===== config.mk =====
export PLATFORM = sky130hd
export DESIGN_NAME = pkt_tx_gen
export DESIGN_NICKNAME = d
export VERILOG_FILES = /design/src/rtl/pkt_tx_gen.sv
export SDC_FILE = /design/constraint.sdc
export NUM_CORES = 1
export LEC_CHECK = 0
export BUFFER_PORTS_ARGS = -buffer_cell sky130_fd_sc_hd__buf_2
export CORE_MARGIN = 3
export CORE_UTILIZATION = 55
export DETAILED_ROUTE_END_ITERATION = 12
export GPL_TIMING_DRIVEN = 1
export HOLD_SLACK_MARGIN = 0.05
export PLACE_DENSITY = 0.88
export SLEW_MARGIN = 0
export SYNTH_ARGS = -nofsm -noshare
export SYNTH_HDL_FRONTEND = slang
export SYNTH_SLANG_ARGS = --single-unit
export TNS_END_PERCENT = 20

===== constraint.sdc =====
create_clock -name clk_156m25 -period 3.9 [get_ports clk_156m25]
set_input_delay 0.585 -clock clk_156m25 [delete_from_list [all_inputs] [get_ports clk_156m25]]
set_output_delay 0.585 -clock clk_156m25 [all_outputs]
set_load 0.02 [all_outputs]

===== src/rtl/pkt_tx_gen.sv =====
`default_nettype none
// ============================================================================
// Module   : pkt_tx_gen
// Purpose  : Packet generator driving the xge_mac POS-L3 pkt_tx_* interface
//            with incrementing, constant or LFSR payloads and a programmable gap.
// Revision : 1.0  initial release
// ============================================================================
module pkt_tx_gen #(
    parameter int DATA_W = 64,
    parameter int CNT_W  = 16,
    parameter int MOD_W  = $clog2(DATA_W / 8)
) (
    input  logic              clk_156m25,
    input  logic              reset_156m25_n,
    input  logic              start,
    input  logic              stop,
    input  logic [CNT_W-1:0]  pkt_len,
    input  logic [CNT_W-1:0]  pkt_count,
    input  logic [7:0]        ipg_cycles,
    input  logic [1:0]        mode,
    input  logic [7:0]        seed,
    input  logic              pkt_tx_full,
    output logic [DATA_W-1:0] pkt_tx_data,
    output logic              pkt_tx_val,
    output logic              pkt_tx_sop,
    output logic              pkt_tx_eop,
    output logic [MOD_W-1:0]  pkt_tx_mod,
    output logic              busy,
    output logic [CNT_W-1:0]  pkts_sent
);

    localparam int         BYTES     = DATA_W / 8;
    localparam int         VC_W      = $clog2(BYTES + 1);
    localparam logic [7:0] BYTES_MOD = 8'(BYTES % 256);

    localparam logic [1:0] ST_IDLE = 2'd0;
    localparam logic [1:0] ST_SEND = 2'd1;
    localparam logic [1:0] ST_GAP  = 2'd2;

    // x^8+x^6+x^5+x^4+1, shifting toward the MSB
    function automatic logic [7:0] lfsr_step(input logic [7:0] s);
        return {s[6:0], s[7] ^ s[5] ^ s[4] ^ s[3]};
    endfunction

    logic [1:0]        state_q, state_d;
    logic [CNT_W-1:0]  count_q, count_d;
    logic [CNT_W-1:0]  words_q, words_d;
    logic [CNT_W-1:0]  word_idx_q, word_idx_d;
    logic [CNT_W-1:0]  sent_q, sent_d;
    logic [MOD_W-1:0]  len_mod_q, len_mod_d;
    logic [VC_W-1:0]   last_cnt_q, last_cnt_d;
    logic [7:0]        ipg_q, ipg_d;
    logic [7:0]        gap_cnt_q, gap_cnt_d;
    logic [1:0]        mode_q, mode_d;
    logic [7:0]        seed_q, seed_d;
    logic [7:0]        lfsr_q, lfsr_d;
    logic [7:0]        byte_base_q, byte_base_d;
    logic              stop_seen_q, stop_seen_d;
    logic [DATA_W-1:0] tx_data_q, tx_data_d;
    logic              tx_val_q, tx_val_d;
    logic              tx_sop_q, tx_sop_d;
    logic              tx_eop_q, tx_eop_d;
    logic [MOD_W-1:0]  tx_mod_q, tx_mod_d;
    logic              busy_q, busy_d;

    logic              start_ok;
    logic              emit;
    logic              is_last;
    logic              pkt_done;
    logic              stop_any;
    logic              finish;
    logic [CNT_W-1:0]  sent_inc;
    logic [VC_W-1:0]   valid_cnt;
    logic [CNT_W:0]    len_round;
    logic [CNT_W-1:0]  len_rem;
    logic [DATA_W-1:0] word_data;
    logic [7:0]        lfsr_chain [0:BYTES];

    assign start_ok  = start && (pkt_len != '0);
    assign emit      = (state_q == ST_SEND) && !pkt_tx_full;
    assign is_last   = (word_idx_q == words_q - CNT_W'(1));
    assign pkt_done  = emit && is_last;
    assign stop_any  = stop_seen_q || stop;
    assign sent_inc  = sent_q + CNT_W'(1);
    assign finish    = ((count_q != '0) && (sent_inc == count_q)) || stop_any;
    assign valid_cnt = is_last ? last_cnt_q : VC_W'(BYTES);
    assign len_round = {1'b0, pkt_len} + (CNT_W+1)'(BYTES - 1);
    assign len_rem   = pkt_len % CNT_W'(BYTES);

    // Byte lanes: lane j carries packet byte (word_idx*BYTES + j); padding lanes are zero
    assign lfsr_chain[0] = lfsr_q;
    for (genvar j = 0; j < BYTES; j++) begin : g_lane
        logic [7:0] lane_byte;
        assign lfsr_chain[j+1] = lfsr_step(lfsr_chain[j]);
        always_comb begin
            case (mode_q)
                2'd1:    lane_byte = seed_q;
                2'd2:    lane_byte = lfsr_chain[j];
                default: lane_byte = seed_q + byte_base_q + 8'(j);
            endcase
        end
        assign word_data[DATA_W-1-8*j -: 8] = (VC_W'(j) < valid_cnt) ? lane_byte : 8'h00;
    end

    always_ff @(posedge clk_156m25) begin
        if (!reset_156m25_n) begin
            state_q     <= ST_IDLE;
            count_q     <= '0;
            words_q     <= '0;
            word_idx_q  <= '0;
            sent_q      <= '0;
            len_mod_q   <= '0;
            last_cnt_q  <= '0;
            ipg_q       <= '0;
            gap_cnt_q   <= '0;
            mode_q      <= '0;
            seed_q      <= '0;
            lfsr_q      <= 8'h01;
            byte_base_q <= '0;
            stop_seen_q <= 1'b0;
            tx_data_q   <= '0;
            tx_val_q    <= 1'b0;
            tx_sop_q    <= 1'b0;
            tx_eop_q    <= 1'b0;
            tx_mod_q    <= '0;
            busy_q      <= 1'b0;
        end else begin
            state_q     <= state_d;
            count_q     <= count_d;
            words_q     <= words_d;
            word_idx_q  <= word_idx_d;
            sent_q      <= sent_d;
            len_mod_q   <= len_mod_d;
            last_cnt_q  <= last_cnt_d;
            ipg_q       <= ipg_d;
            gap_cnt_q   <= gap_cnt_d;
            mode_q      <= mode_d;
            seed_q      <= seed_d;
            lfsr_q      <= lfsr_d;
            byte_base_q <= byte_base_d;
            stop_seen_q <= stop_seen_d;
            tx_data_q   <= tx_data_d;
            tx_val_q    <= tx_val_d;
            tx_sop_q    <= tx_sop_d;
            tx_eop_q    <= tx_eop_d;
            tx_mod_q    <= tx_mod_d;
            busy_q      <= busy_d;
        end
    end

    always_comb begin
        state_d = state_q;
        case (state_q)
            ST_IDLE: if (start_ok) state_d = ST_SEND;
            ST_SEND: begin
                if (pkt_done) begin
                    if (finish)                state_d = ST_IDLE;
                    else if (ipg_q == 8'd0)    state_d = ST_SEND;
                    else                       state_d = ST_GAP;
                end
            end
            ST_GAP: begin
                if (gap_cnt_q <= 8'd1) state_d = stop_any ? ST_IDLE : ST_SEND;
            end
            default: state_d = ST_IDLE;
        endcase
    end

    always_comb begin
        count_d     = count_q;
        words_d     = words_q;
        word_idx_d  = word_idx_q;
        sent_d      = sent_q;
        len_mod_d   = len_mod_q;
        last_cnt_d  = last_cnt_q;
        ipg_d       = ipg_q;
        gap_cnt_d   = gap_cnt_q;
        mode_d      = mode_q;
        seed_d      = seed_q;
        lfsr_d      = lfsr_q;
        byte_base_d = byte_base_q;
        stop_seen_d = (state_q == ST_IDLE) ? 1'b0 : stop_any;
        tx_data_d   = '0;
        tx_val_d    = 1'b0;
        tx_sop_d    = 1'b0;
        tx_eop_d    = 1'b0;
        tx_mod_d    = '0;
        busy_d      = (state_d != ST_IDLE);

        if (state_q == ST_IDLE && start_ok) begin
            count_d     = pkt_count;
            words_d     = CNT_W'(len_round / (CNT_W+1)'(BYTES));
            len_mod_d   = MOD_W'(len_rem);
            last_cnt_d  = (len_rem == '0) ? VC_W'(BYTES) : VC_W'(len_rem);
            ipg_d       = ipg_cycles;
            mode_d      = mode;
            seed_d      = seed;
            lfsr_d      = (seed == 8'h00) ? 8'h01 : seed;
            word_idx_d  = '0;
            byte_base_d = '0;
            sent_d      = '0;
        end

        if (emit) begin
            tx_data_d   = word_data;
            tx_val_d    = 1'b1;
            tx_sop_d    = (word_idx_q == '0);
            tx_eop_d    = is_last;
            tx_mod_d    = is_last ? len_mod_q : '0;
            lfsr_d      = lfsr_chain[valid_cnt];
            word_idx_d  = word_idx_q + CNT_W'(1);
            byte_base_d = byte_base_q + BYTES_MOD;
            if (is_last) begin
                sent_d      = sent_inc;
                word_idx_d  = '0;
                byte_base_d = '0;
                gap_cnt_d   = ipg_q;
            end
        end

        if (state_q == ST_GAP) gap_cnt_d = gap_cnt_q - 8'd1;
    end

    assign pkt_tx_data = tx_data_q;
    assign pkt_tx_val  = tx_val_q;
    assign pkt_tx_sop  = tx_sop_q;
    assign pkt_tx_eop  = tx_eop_q;
    assign pkt_tx_mod  = tx_mod_q;
    assign busy        = busy_q;
    assign pkts_sent   = sent_q;

endmodule
`default_nettype wire


==> flow_metrics.py, run 1 <==
metrics = {
    "run_status": {
        "status": "completed",
    },
    "clocking": {
        "cts-root-buf": "clkbuf_16",
        "cts_sinks": 182,
        "cts_setup_buffers": 0,
        "tritoncts": "yes",
        "htreeDepth": 4,
        "path_clk_slew_ns": 0.07,
        "post_cts_resized": 0,
        "insertion_delay_ns": 0.45,
        "ctsHoldBuffers": 0,
        "numCtsBuffers": 17,
        "cts_buffer_depth": 2,
    },
    "detailed_routing": {
        "drc_errors": 0,
        "drtIter0Drc": 752,
        "wirelength_um": 28400,
        "post_drt_wl_per_cell_um": 18.1,
        "dr.pass1.iters": 5,
        "vias_per_cell": 6.22,
        "via_count": 9768,
        "antenna_left": 0,
    },
    "sta": {
        "finalSetupViolCount": 0,
        "finClkSkew_ns": 0.0168,
        "min_period_ns": 3.28,
        "setup_tns_ns": 0,
        "slew_headroom_pct": 23.1,
        "fin_crit_sh_pct": 84.1,
        "timing_hold_violations_final": 0,
        "worst_pin_slew_ns": 1.15,
        "layout_setup_ws_ns": 0.622,
        "slew_viol_final": 0,
        "fmax_ghz": 0.305,
        "holdWs_ns": 0.367,
        "rsz0062_at_grt": "false",
    },
    "critical_path": {
        "critPathBufInv": 0,
        "crit_family": "simple AND/OR/NAND/NOR gates",
        "worstSetupStartpointType": "register",
        "critPathRequiredTime_ns": 4.23,
        "crit_fanout": 18,
        "crit_arrival_ns": 3.61,
        "end_kind": "register",
        "critPathMaxStageDelay_ns": 0.55,
        "crit_type": "reg2reg",
        "crit_chain": "nor4_2, and3b_1, o211ai_1, a2111oi_4, and4_1, nor2_1, a21o_1, a22o_1",
        "r2r.worst_path.cells": 8,
        "path_depth": 8,
        "cp_slowest_cell": "and4_1",
    },
    "floorplanning": {
        "core_area_um2": 17400,
        "start_util_pct": 56.2,
        "num_rows": 48,
        "die_area_um2": 19400,
        "die_h_um": 139,
        "ios": 142,
        "die_w_um": 139,
    },
    "global_routing": {
        "grt_overflow": 0,
        "grt_pass1_wl_um": 46700,
        "grt.total_usage_pct": 28.9,
        "first_global_vias": 9383,
        "antenna_found_initial": 2,
        "grt_max_degree": 61,
    },
    "synth": {
        "netlist_area_um2": 9750,
        "ys_seq_area_share_pct": 37.4,
        "synth_cell_type_count": 65,
        "ys.flop_type": "dfxtp_1",
        "synth.avg_cell_area_um2": 7.94,
        "synthCells": 1229,
        "syn_nets": 1306,
        "ys_async_sr_fraction_pct": 0,
        "synth-seq-cells": 182,
        "synth-edff-count": 0,
        "synth_warnings": 0,
    },
    "power_and_ir_drop": {
        "ir_drop_uv": 340,
        "static-leakage-power_nw": 4.54,
        "swShare_pct": 30.7,
        "internal_power_mw": 3.24,
        "p_clk_share_pct": 38.5,
        "combPwrFrac_pct": 18.2,
        "p_per_area_nw_per_um2": 417,
        "power_switching_mw": 1.44,
        "seq_power_share_pct": 43.4,
    },
    "run": {
        "drv_cap": 0,
    },
    "place": {
        "hpwlAfterDp_um": 20200,
        "place_area_um2": 10600,
        "place_ws_ns": 0.693,
        "io_buffers": 141,
        "place.gp.congestion": 0.970,
    },
    "layout": {
        "final_cell_area_um2": 11200,
        "drive_above_1_share_pct": 16.0,
        "fill_cells": 1477,
        "area_delta_synth_final_pct": 15.1,
        "nets": 1410,
        "n_antenna_cell": 0,
    },
    "hold_path": {
        "hold_depth": 3,
        "hp-class": "in2reg",
    },
}
-- cell families after synthesis --
| group | count (synthesis) | share of synthesized area [%] |
|---|---|---|
| fa+ha+maj | 22 | 2.82 |
| simple gates | 477 | 23.0 |
| compound gates | 319 | 21.2 |
| buf+inv | 105 | 4.09 |
| xor+xnor | 109 | 9.93 |
| flops | 182 | 37.4 |
| mux | 15 | 1.60 |
-- synth_stat cells (all sizes together), types with 9 or more instances --
| library cell | instances | area share [%] |
|---|---|---|
| a31oi | 17 | 1.1 |
| nand4 | 14 | 1.0 |
| nor4 | 18 | 1.2 |
| nand2 | 169 | 6.5 |
| xor2 | 37 | 3.3 |
| nor3 | 36 | 1.8 |
| a211oi | 34 | 2.6 |
| ha | 22 | 2.8 |
| or3 | 10 | 0.64 |
| inv | 26 | 1.0 |
| mux2i | 10 | 1.0 |
| nor3b | 10 | 0.77 |
| dfxtp | 182 | 37 |
| o21ai | 53 | 2.7 |
| a221oi | 34 | 3.1 |
| and3 | 21 | 1.3 |
| nand3 | 42 | 2.2 |
| a21oi | 119 | 6.1 |
| nor2b | 9 | 0.58 |
| clkbuf | 69 | 2.7 |
| xnor2 | 71 | 6.4 |
| a21o | 10 | 0.77 |
| nor2 | 114 | 4.5 |
-- placed cells by master, fill, tap and decap left out, drive strengths merged, types with 7 or more instances in the layout --
master / n
a211oi: 34
a21o: 10
a21oi: 119
a221oi: 34
a22o: 7
a31oi: 17
and2: 8
and3: 21
buf: 162
clkbuf: 19
dfxtp: 182
ha: 22
inv: 33
mux2i: 10
nand2: 169
nand2b: 8
nand3: 42
nand4: 14
nor2: 114
nor2b: 9
nor3: 36
nor3b: 10
nor4: 18
o211ai: 8
o21ai: 53
or3: 10
xnor2: 71
xor2: 37
-- per-stage QoR --
stage          total power [mW]  std cells  util [%]
2_1_floorplan              2.65       1229         -
3_3_place_gp               2.87       1539      61.2
3_5_place_dp               2.89       1539      61.2
4_1_cts                    4.66       1571      64.7
5_1_grt                    4.85       1571      64.7
6_report                   4.68       1571      64.7
-- sequential cells by signal, summed over array words and instances, names as in the netlist --
register,count
busy,1
byte_base_q,5
count_q,16
gap_cnt_q,8
ipg_q,8
last_cnt_q,4
len_mod_q,3
lfsr_q,8
mode_q,2
pkt_tx_data,64
pkt_tx_eop,1
pkt_tx_mod,3
pkt_tx_sop,1
pkt_tx_val,1
pkts_sent,16
seed_q,8
state_q,2
stop_seen_q,1
word_idx_q,16
words_q,14
-- layout make-up --
cell class              count  area, um2  share of cell area [%]
multi-input cells         942       5720                    51.0
flip-flops and latches    182       3640                    32.5
repair buffers            162        863                    7.69
clock buffers              19        453                    4.03
well taps                 225        282                    2.51
clock inverters            13        159                    1.42
inverters                  28        105                   0.936
-- worst min-delay path, stage by stage --
cell	delay (ns)
buf_2	0.09
nand2_1	0.04
a21oi_1	0.05
-- final timing paths --
path,startpoint,endpoint,slack [ns]
max,words_q[2],byte_base_q[7],0.62
min,pkt_count[14],count_q[14],0.37
max reg2reg,words_q[2],byte_base_q[7],0.62
min reg2reg,len_mod_q[0],len_mod_q[0],0.46
-- per-layer routing --
layer | wire, um | part of all wire [%] | vias up | track usage [%]
li1 | - | - | 4593 | -
met1 | 11200 | 39 | 4476 | 36.5
met2 | 13400 | 47 | 573 | 48.2
met3 | 2670 | 9.4 | 122 | 6.00
met4 | 1130 | 4.0 | 4 | 12.5
met5 | 27 | 0.095 | - | 0
-- power groups by stage --
stage,combinational [mW],clock (mW),sequential (mW)
after floorplan,0.616,0,2.04
after global placement,0.808,0,2.06
after detailed placement,0.827,0,2.07
after CTS,0.834,1.80,2.02
after global routing,0.933,1.88,2.04
final,0.851,1.80,2.03
Power figures use the tool's default switching activity.
==> inputs of run 2 (changes only) <==
==> constraint.sdc (replaced) <==
create_clock -name clk_156m25 -period 3.2 [get_ports clk_156m25]
set_input_delay 0.48 -clock clk_156m25 [delete_from_list [all_inputs] [get_ports clk_156m25]]
set_output_delay 0.48 -clock clk_156m25 [all_outputs]
set_load 0.02 [all_outputs]
==> run 2 against run 1 <==
Total power is 22% higher. Register-to-register slack got worse by 0.43 ns. Routed wire length down 0.53%. Final cell count grew 1.0%. Sequential cell count stayed put. First-iteration DRC count rose by 20%. Die area stayed put. Clock skew down 0.0086 ns. Sequential share of layout area fell by 0.36 points. Critical path type unchanged.
==> flow_metrics.py, run 2 (same netlist as run 1, synthesis figures left out) <==
metrics = {
    "run_status": {
        "status": "completed",
    },
    "sta": {
        "slew_headroom_pct": 39.5,
        "layout_setup_ws_ns": 0.195,
        "fin_crit_sh_pct": 93.9,
        "timing_hold_violations_final": 0,
        "finClkSkew_ns": 0.00817,
        "min_period_ns": 3.01,
        "fmax_ghz": 0.333,
        "setup_tns_ns": 0,
        "slew_viol_final": 0,
        "finalSetupViolCount": 0,
        "rsz0062_at_grt": "false",
        "worst_pin_slew_ns": 0.900,
    },
    "power_and_ir_drop": {
        "p_per_area_nw_per_um2": 505,
        "ir_drop_uv": 427,
        "static-leakage-power_nw": 4.61,
    },
    "detailed_routing": {
        "drtIter0Drc": 900,
        "via_count": 9856,
        "wirelength_um": 28300,
        "drc_errors": 0,
        "post_drt_wl_per_cell_um": 17.8,
        "antenna_left": 0,
        "vias_per_cell": 6.21,
        "dr.pass1.iters": 5,
    },
    "critical_path": {
        "crit_fanout": 9,
        "r2r.worst_path.cells": 11,
        "crit_arrival_ns": 3.30,
        "end_kind": "register",
        "critPathRequiredTime_ns": 3.49,
        "worstSetupStartpointType": "register",
        "endpoint": "pkt_tx_data[49]",
        "ff2ff_setup_slack_ns": 0.19,
        "r2r-end": "pkt_tx_data[49]",
        "crit_start": "words_q[0]",
        "crit_type": "reg2reg",
        "r2r-start": "words_q[0]",
    },
    "place": {
        "place_ws_ns": 0.106,
        "io_buffers": 141,
        "place.gp.congestion": 0.953,
        "hpwlAfterDp_um": 20000,
    },
    "layout": {
        "most-common-layout-cells": "dfxtp_1 (182), nand2_1 (169), buf_2 (141)",
        "nets": 1424,
        "mostFrequentLayoutCell": "dfxtp_1",
        "area_delta_synth_final_pct": 16.4,
        "drive_above_1_share_pct": 17.1,
        "largest_reg_flops": 64,
        "fin_util_pct": 65.4,
    },
    "global_routing": {
        "first_global_vias": 9375,
        "antenna_found_initial": 2,
        "grt.total_usage_pct": 28.5,
        "grt_overflow": 0,
        "grt_max_degree": 64,
        "grt_pass1_wl_um": 46000,
    },
    "clocking": {
        "tritoncts": "yes",
        "ctsHoldBuffers": 0,
        "numCtsBuffers": 17,
        "cts_buffer_depth": 2,
        "insertion_delay_ns": 0.45,
        "cts-root-buf": "clkbuf_16",
        "htreeDepth": 4,
        "path_clk_slew_ns": 0.07,
        "cts_sinks": 182,
    },
    "run": {
        "drv_cap": 0,
    },
    "floorplanning": {
        "die_area_um2": 19400,
        "start_util_pct": 56.2,
        "die_w_um": 139,
        "num_rows": 48,
        "ios": 142,
        "core_area_um2": 17400,
        "die_h_um": 139,
    },
    "hold_path": {
        "hp-class": "in2reg",
        "hold_depth": 3,
    },
}
==> run 2: through the flow <==
step | hold slack [ns] | power, mW | instances | instance area (um2)
after floorplan | 0.432 | 3.23 | 1229 | 9750
after global placement | 0.437 | 3.52 | 1551 | 10700
after detailed placement | 0.447 | 3.55 | 1551 | 10700
after CTS | 0.264 | 5.70 | 1583 | 11300
after global routing | 0.270 | 5.94 | 1585 | 11300
final | 0.269 | 5.73 | 1587 | 11400
==> run 2: timing repair <==
| item | 4_1_cts | 5_1_grt |
|---|---|---|
| endpoints found under the hold margin | 0 | 0 |
| setup buffers | 0 | 2 |
| gates resized for setup | 0 | 6 |
| setup endpoints to repair | 0 | 86 |
==> run 2: worst min-delay path by stage <==
stage | startpoint | to | slack, ns
floorplan | len_mod_q[0] | len_mod_q[0] | 0.43
global placement | len_mod_q[1] | len_mod_q[1] | 0.44
detailed placement | len_mod_q[1] | len_mod_q[1] | 0.45
CTS | pkt_count[14] | count_q[14] | 0.26
global route | pkt_count[14] | count_q[14] | 0.27
finish | pkt_count[14] | count_q[14] | 0.27
==> run 2: critical path: stages (launching register included) <==
cell and delay, ns:
dfxtp_1 0.45, inv_1 0.07, ha_1 0.28, nor2b_1 0.16
or3_1 0.39, a31oi_2 0.23, and2_1 0.28, and4_4 0.34
nand2_1 0.14, o21ai_1 0.24, buf_4 0.20, a211oi_1 0.07
==> run 2: cell type report <==
type                            count  area [um2]
Antenna cell                        2        5.00
Clock buffer                       18         429
Clock inverter                     14         180
Fill cell                        1402        6000
Inverter                           28         105
Multi-Input combinational cell    942        5740
Sequential cell                   182        3640
Tap cell                          225         282
Timing Repair Buffer              176         968
==> run 2: routing by layer <==
| metal | up-vias | part of all wire, % | track usage [%] |
|---|---|---|---|
| met4 | 2 | 3.8 | 13.5 |
| met5 | - | 0.046 | 0 |
| met2 | 573 | 46 | 46.0 |
| met1 | 4541 | 40 | 36.6 |
| met3 | 112 | 10 | 5.76 |
| li1 | 4628 | - | - |
==> run 2: report_power, final <==
group	internal (mW)	switching [mW]
logic	0.403	0.680
clock network	1.19	0.996
registers	2.35	0.111
total	3.94	1.79
